==> config.mk <==
export PLATFORM = sky130hd
export DESIGN_NAME = sha256_msg_pad
export DESIGN_NICKNAME = d
export VERILOG_FILES = /design/src/rtl/sha256_msg_pad.sv
export SDC_FILE = /design/constraint.sdc
export NUM_CORES = 2
export LEC_CHECK = 0
export ABC_AREA = 1
export BUFFER_PORTS_ARGS = -buffer_cell sky130_fd_sc_hd__buf_2
export CORE_ASPECT_RATIO = 1.2
export CORE_UTILIZATION = 27
export DETAILED_ROUTE_END_ITERATION = 7
export MAX_ROUTING_LAYER = met4
export PLACE_DENSITY = 0.53
export SYNTH_ARGS = -nofsm -noshare
export SYNTH_HDL_FRONTEND = slang
export SYNTH_SLANG_ARGS = --single-unit
==> constraint.sdc <==
create_clock -name clk -period 45.2 [get_ports clk]
set_input_delay 4.52 -clock clk [delete_from_list [all_inputs] [get_ports clk]]
set_output_delay 4.52 -clock clk [all_outputs]
set_load 0.03 [all_outputs]
==> src/rtl/sha256_msg_pad.sv <==
// SHA-256 message padder: collects up to MAX_WORDS 32-bit words and emits one or two padded 512-bit blocks.
// Define MSGPAD_BYTESWAP_EN to byte-reverse every data word before it is stored.
module sha256_msg_pad #(
  parameter int MAX_WORDS  = 29,
  parameter int SINGLE_MAX = 13
) (
  input  logic          clk,
  input  logic          rst,
  input  logic [31:0]   in_data,
  input  logic          in_valid,
  input  logic          in_last,
  output logic          in_ready,
  output logic [1023:0] message,
  output logic          two_block,
  output logic          msg_valid,
  input  logic          msg_ready,
  output logic          err
);

  typedef enum logic [2:0] {
    COLLECT,
    PAD,
    ZERO,
    LEN_HI,
    LEN_LO,
    OUT,
    DRAIN
  } stateT;

  localparam logic [4:0] LAST_DATA_IDX = 5'(MAX_WORDS - 1);
  localparam logic [4:0] SINGLE_LIMIT  = 5'(SINGLE_MAX);

  stateT       state;
  stateT       nextState;
  logic [4:0]  cnt;
  logic [4:0]  ptr;
  logic [4:0]  lastIdx;
  logic        xfer;
  logic        padHasZeros;
  logic        wrEn;
  logic [4:0]  wrIdx;
  logic [31:0] wrData;
  logic [31:0] inWord;

`ifdef MSGPAD_BYTESWAP_EN
  assign inWord = {in_data[7:0], in_data[15:8], in_data[23:16], in_data[31:24]};
`else
  assign inWord = in_data;
`endif

  // The length word sits at the end of whichever block closes the message.
  assign lastIdx     = two_block ? 5'd31 : 5'd15;
  assign xfer        = in_valid && in_ready;
  assign padHasZeros = ({1'b0, cnt} + 6'd1) <= ({1'b0, lastIdx} - 6'd2);

  always_ff @(posedge clk or posedge rst) begin
    if (rst) begin
      state <= COLLECT;
    end else begin
      state <= nextState;
    end
  end

  always_comb begin
    nextState = state;
    case (state)
      COLLECT: begin
        if (xfer) begin
          if (in_last) begin
            nextState = PAD;
          end else if (cnt == LAST_DATA_IDX) begin
            nextState = DRAIN;
          end
        end
      end
      PAD:     nextState = padHasZeros ? ZERO : LEN_HI;
      ZERO:    nextState = (ptr == lastIdx - 5'd2) ? LEN_HI : ZERO;
      LEN_HI:  nextState = LEN_LO;
      LEN_LO:  nextState = OUT;
      OUT:     nextState = msg_ready ? COLLECT : OUT;
      DRAIN:   nextState = (xfer && in_last) ? COLLECT : DRAIN;
      default: nextState = COLLECT;
    endcase
  end

  always_comb begin
    in_ready  = 1'b0;
    msg_valid = 1'b0;
    wrEn      = 1'b0;
    wrIdx     = cnt;
    wrData    = 32'd0;
    case (state)
      COLLECT: begin
        in_ready = 1'b1;
        wrEn     = in_valid;
        wrData   = inWord;
      end
      PAD: begin
        wrEn   = 1'b1;
        wrData = 32'h8000_0000;
      end
      ZERO: begin
        wrEn  = 1'b1;
        wrIdx = ptr;
      end
      LEN_HI: begin
        wrEn  = 1'b1;
        wrIdx = lastIdx - 5'd1;
      end
      LEN_LO: begin
        wrEn   = 1'b1;
        wrIdx  = lastIdx;
        wrData = {22'd0, cnt, 5'd0};
      end
      OUT:     msg_valid = 1'b1;
      DRAIN:   in_ready = 1'b1;
      default: in_ready = 1'b0;
    endcase
  end

  // cnt holds the data-word count once collection ends; ptr walks the zero fill.
  always_ff @(posedge clk or posedge rst) begin
    if (rst) begin
      cnt       <= 5'd0;
      ptr       <= 5'd0;
      message   <= '0;
      two_block <= 1'b0;
      err       <= 1'b0;
    end else begin
      err <= 1'b0;
      for (int i = 0; i < 32; i++) begin
        if (wrEn && wrIdx == 5'(i)) begin
          message[1023-32*i -: 32] <= wrData;
        end
      end
      case (state)
        COLLECT: begin
          if (xfer) begin
            cnt <= cnt + 5'd1;
            if (in_last) begin
              two_block <= (cnt >= SINGLE_LIMIT);
            end
          end
        end
        PAD:  ptr <= cnt + 5'd1;
        ZERO: ptr <= ptr + 5'd1;
        OUT: begin
          if (msg_ready) begin
            message   <= '0;
            cnt       <= 5'd0;
            two_block <= 1'b0;
          end
        end
        DRAIN: begin
          if (xfer && in_last) begin
            err       <= 1'b1;
            message   <= '0;
            cnt       <= 5'd0;
            two_block <= 1'b0;
          end
        end
        default: ;
      endcase
    end
  end

endmodule
# Yosys cells after proc, flatten, opt, wreduce, memory -nomap -nowiden
# Index checks and enable logic that the tools add are counted.
[word_totals] out_inout_bits=1028 elab_cells=162 regBits=1039 inputBits=37
[classes] add_sub_neg=6 reduce_logical=43 n_eq_ne=44 n_mux=61 order_cmp=2
[ops] op="$mux W1024" count=2
[ops] op="$pmux W1024 S2" count=1
[ops] op="$mux W32" count=32
[ops] op="$pmux W32 S3" count=1
[ops] op="$eq A5 B5 Y1 const B" count=17
[ops] op="$eq A5 B4 Y1 const B" count=8
[ops] op="$logic_and A1 B1 Y1" count=34
[ops] op="$pmux W5 S3" count=2
[ops] op="$pmux W3 S7" count=1
[ops] op="$eq A5 B3 Y1 const B" count=4
[ops] op="$mux W5" count=4
[ops] op="$mux W3" count=5
[ops] op="$add A5 B1 Y5 const B" count=2
[ops] op="$eq A5 B2 Y1 const B" count=2
[ops] op="$mux W1" count=10
[ops] op="$pmux W5 S2" count=1
[ops] op="$eq A3 B3 Y1 const B" count=3
[ops] op="$ne A2 B2 Y1 const B" count=4
[ops] op="$add A5 B1 Y6 const B" count=1
[ops] op="$eq A3 B2 Y1 const B" count=2
[ops] op="$le A6 B6 Y1" count=1
[ops] op="$sub A5 B2 Y6 const B" count=1
[ops] op="$eq A5 B1 Y1 const B" count=1
[ops] op="$eq A5 B5 Y1" count=1
[ops] op="other kinds (16)" count=16

# Depth between registers and ports, before layout
[depth] depth_word=8 ltp_mapped=15

# Worst setup path before layout
# Ideal clock, no wire load.
[synth_timing] path_kind="input to register" start="input port in_valid" end="register message[159]" setup_time_ns=0.117 n_path_buf=3 cell_stages=10 t_arrival_ns=5.648 slack_ns=39.435 cell_sequence="inv_1 nor2_2 nor2_1 nor2_1 buf_4 buf_2 buf_2 nand3_1 nand2_1 nor2_1"
[synth_between] elab_chain_len=5
[synth_rtl] element="start: declaration" line_no="10" rtl="input logic in_valid,"
[synth_rtl] element="$pmux W1 S2" line_no="92" rtl="case (state)"
[synth_rtl] element="$logic_and A1 B1 Y1" line_no="132" rtl="if (wrEn && wrIdx == 5'(i)) begin"
[synth_rtl] element="$mux W32" line_no="132"
[synth_rtl] element="$mux W1024, on equally long branches" line_no="155, 148"
[synth_rtl] element="$pmux W1024 S2 *" line_no="136" rtl="case (state)"
[synth_rtl] element="end signal: indexed assignment" line_no="133" rtl="message[1023-32*i -: 32] <= wrData;"
[synth_rtl] element="end: declaration" line_no="13" rtl="output logic [1023:0] message,"
# Every way passes the cells marked *; elsewhere a longest branch is shown, timed or not.
# A chain may end at the register's enable or synchronous reset.

# Worst setup path after layout
[layout_timing] start="input port in_last" end="register message[42]"
[layout_between] elab_chain_len=3
[layout_rtl] element="start: declaration" line_no="11" rtl="input logic in_last,"
[layout_rtl] element="$logic_and A1 B1 Y1" line_no="155" rtl="if (xfer && in_last) begin"
[layout_rtl] element="$mux W1024" line_no="155"
[layout_rtl] element="$pmux W1024 S2" line_no="136"
# Every way passes these cells.

==> out/qor.txt <==
Outcome = complete, no violations
Initial drt markers = 3720
GRT Overall Usage = 0.235
Clk sinks = 1039
GR Layer Usage met1 = 0.288
Post-Syn Instances = 6765
Avg WL per Cell = 21.0 um
CTS tree = built
Max VDD drop = 0.0440 mV
End point of the worst hold path = message[223]
Met2 GRT Util = 0.366
Critical Path RT = 45860 ps
Initial Utilization = 0.273
Leakage power = 39.3 nW
# H-tree levels = 3
GR Util met3 = 0.0699
Port bufs = 1064
Layout cells sized above 1 = 0.188
PnR worst setup slack = 35560 ps
Post-Layout Cell Count = 10.0k
Post-synth top area cell = dfrtp_1
Pre-antenna DRT Iters = 6
Hold_sp = message[223]
Die X = 388 um
Core Footprint = 177000 um2
Initial antenna violation count = 15
Synthesized area = 48200 um2
Post-Syn Nets = 6808
CTS clk-pin slew, worst paths = 60 ps
P&R area growth vs syn = 23.4%
WL final = 211 mm
WHS Path Cells = 2
Post-detail-place hpwl = 139 mm
Vias in the first global route = 40.6k
Synthesis-stage register bit count = 1039
Setup TNS Final = 0 ps
FF+latch area = 26000 um2
R2R setup slack = 38610 ps
DP Worst Slack = 35080 ps
Via/cell ratio = 4.32
Hold-fix buffers, CTS = 0
Avg Cell Area, Syn = 7.13 um2
Post-synthesis sequential area ratio = 0.539
Min Clock Period, post-route = 9640 ps
Filler cell count = 18.9k
RSZ-0062 raised after global routing = false
Area contributors post-synth = dfrtp_1 54%, nor2_1 16%, nand2_1 16%
DP Cell Count = 9828
Largest net degree at the start of global routing = 173
Final setup violation count = 0
Final Cycle Share = 0.213
Reg2Reg Depth = 11
CTS root buf = clkbuf_16
WP data arrival = 10310 ps
Slew headroom = 0.171
Die area = 180000 um2
Crit path max fanout = 172
Yosys top cell area share = 0.539
CTS Buffer Depth = 3
GPL Wtd Cong = 0.845
DR DRC count = 0
Max Cap Viol = 0
Setup CP Type = in -> reg
Layout Nets = 7680
Die H = 465 um
Clk_skew = 51.3 ps
Row count = 169
Worst Setup End Kind = register
End of the worst register-to-register path = message[42]
Final Hold Fails = 0
CTS buffer count = 115
Syn. warnings = 0
Slew @ Worst Pin = 1240 ps
Post-synthesis cell type count = 31
Multi-input logic area = 16900 um2
Ports = 1065
Fmax = 104 MHz
DRT antenna net count = 0
Gr busiest metal = met2
Fin. max-slew vios = 0
PostCTS Resize Cnt = 0
Power per cell area = 84.2 nW/um2
First-pass GRT wire length = 299 mm
Reg2reg start = state[1]
CP startpoint kind = input pin
Vias = 43.4k
Clock network latency to the later pin of the worst-skew pair = 740 ps
Post-CTS Setup Bufs = 0
Min-Delay Path Class = reg -> reg
Gr ovfl total = 0
[metrics by stage]
step           hold WS (ps)  instance area (um2)  total power (W)   util
6_report                493                59500          0.00501  0.336
5_1_grt                 509                59500          0.00533  0.336
4_1_cts                 497                59500          0.00506  0.336
3_5_place_dp            483                55600          0.00405  0.314
3_3_place_gp            474                55600          0.00402  0.314
2_1_floorplan           560                48200          0.00308      -
[sequential cells by signal (all words and copies together) (netlist names)]
signal,flops
ptr,5
state,3
two_block,1
err,1
cnt,5
message,1024
[worst max path at each step]
stage / cells past startpoint / to / from
after global routing: 11 / message[42] / in_last
final: 11 / message[42] / in_last
after CTS: 11 / message[42] / in_last
after detailed placement: 11 / message[857] / in_last
after floorplan: 1 / cnt[0] / rst
after global placement: 11 / message[864] / in_last
[where the power goes]
part / switching, W / internal [W]
logic: 0.00198 / 0.000585
registers: 0.000191 / 0.00127
clock network: 0.000421 / 0.000563
[cells in the final DEF, fill, tap and decap left out, types with 5 or more instances in the layout]
master | netlist | routed
nor2_1 | 2077 | 2072
nand2_1 | 2065 | 2044
buf_2 | 183 | 1064
dfrtp_1 | 1039 | 1039
inv_1 | 973 | 955
clkbuf_16 | 0 | 115
buf_4 | 10 | 94
nand3_1 | 88 | 88
nand2_2 | 20 | 35
clkinv_2 | 0 | 32
clkbuf_8 | 0 | 30
inv_2 | 9 | 22
a21oi_1 | 21 | 20
clkbuf_1 | 164 | 17
nor2_4 | 8 | 13
o21ai_0 | 11 | 11
diode_2 | 0 | 10
nor2_2 | 9 | 9
nand2_4 | 3 | 9
bufinv_16 | 0 | 8
ha_1 | 6 | 6
xor2_1 | 5 | 5
[kinds of logic (layout without fill, tap and decap cells)]
kind of cell    after synthesis  count (layout)  synth area share
xor+xnor                      6               6           0.00109
compound gates               45              45           0.00514
flops                      1039            1039             0.539
simple gates               4279            4279             0.339
fa+ha+maj                     6               6           0.00156
other cells                   0              10                 0
buf+inv                    1390            2354             0.114
[synthesized netlist by cell type]
master       n
o221ai_1     2
ha_1         6
dfrtp_1   1039
o21ai_0     11
buf_4       10
nand3_1     88
nand2_4      3
buf_6        3
buf_1       45
xnor2_1      1
nand4_1      4
a31oi_1      1
nor2_4       8
nand2_1   2065
inv_2        9
a221oi_1     1
clkinv_1     3
buf_2      183
o21ai_1      2
clkbuf_1   164
nand2_2     20
o22ai_1      6
xor2_1       5
nand3_2      1
nor3b_1      1
inv_1      973
nor3_1       3
nor2_2       9
nor2_1    2077
o31ai_1      1
a21oi_1     21
[worst max-delay path: stages]
cell and delay (ps):
buf_2 120, a21oi_1 180, nor2_1 100, nand2_4 460, buf_4 900, buf_4 790, buf_12 580, buf_4 760
buf_4 980, nand2_1 150, nor2_1 140
[layer usage]
layer / wire length [um] / share of wire
met1: 87800 / 0.42
met5: 0 / 0
met4: 7340 / 0.035
met3: 19500 / 0.092
met2: 96500 / 0.46
[area by class of cell]
class                   count  share of cell area
multi-input cells        4336               0.284
inverters                 985              0.0624
clock buffers             162              0.0564
clock inverters            47             0.00923
repair buffers           1160               0.102
diodes                     10            0.000420
well taps                2308              0.0485
flip-flops and latches   1039               0.437
Power figures use the tool's default switching activity.
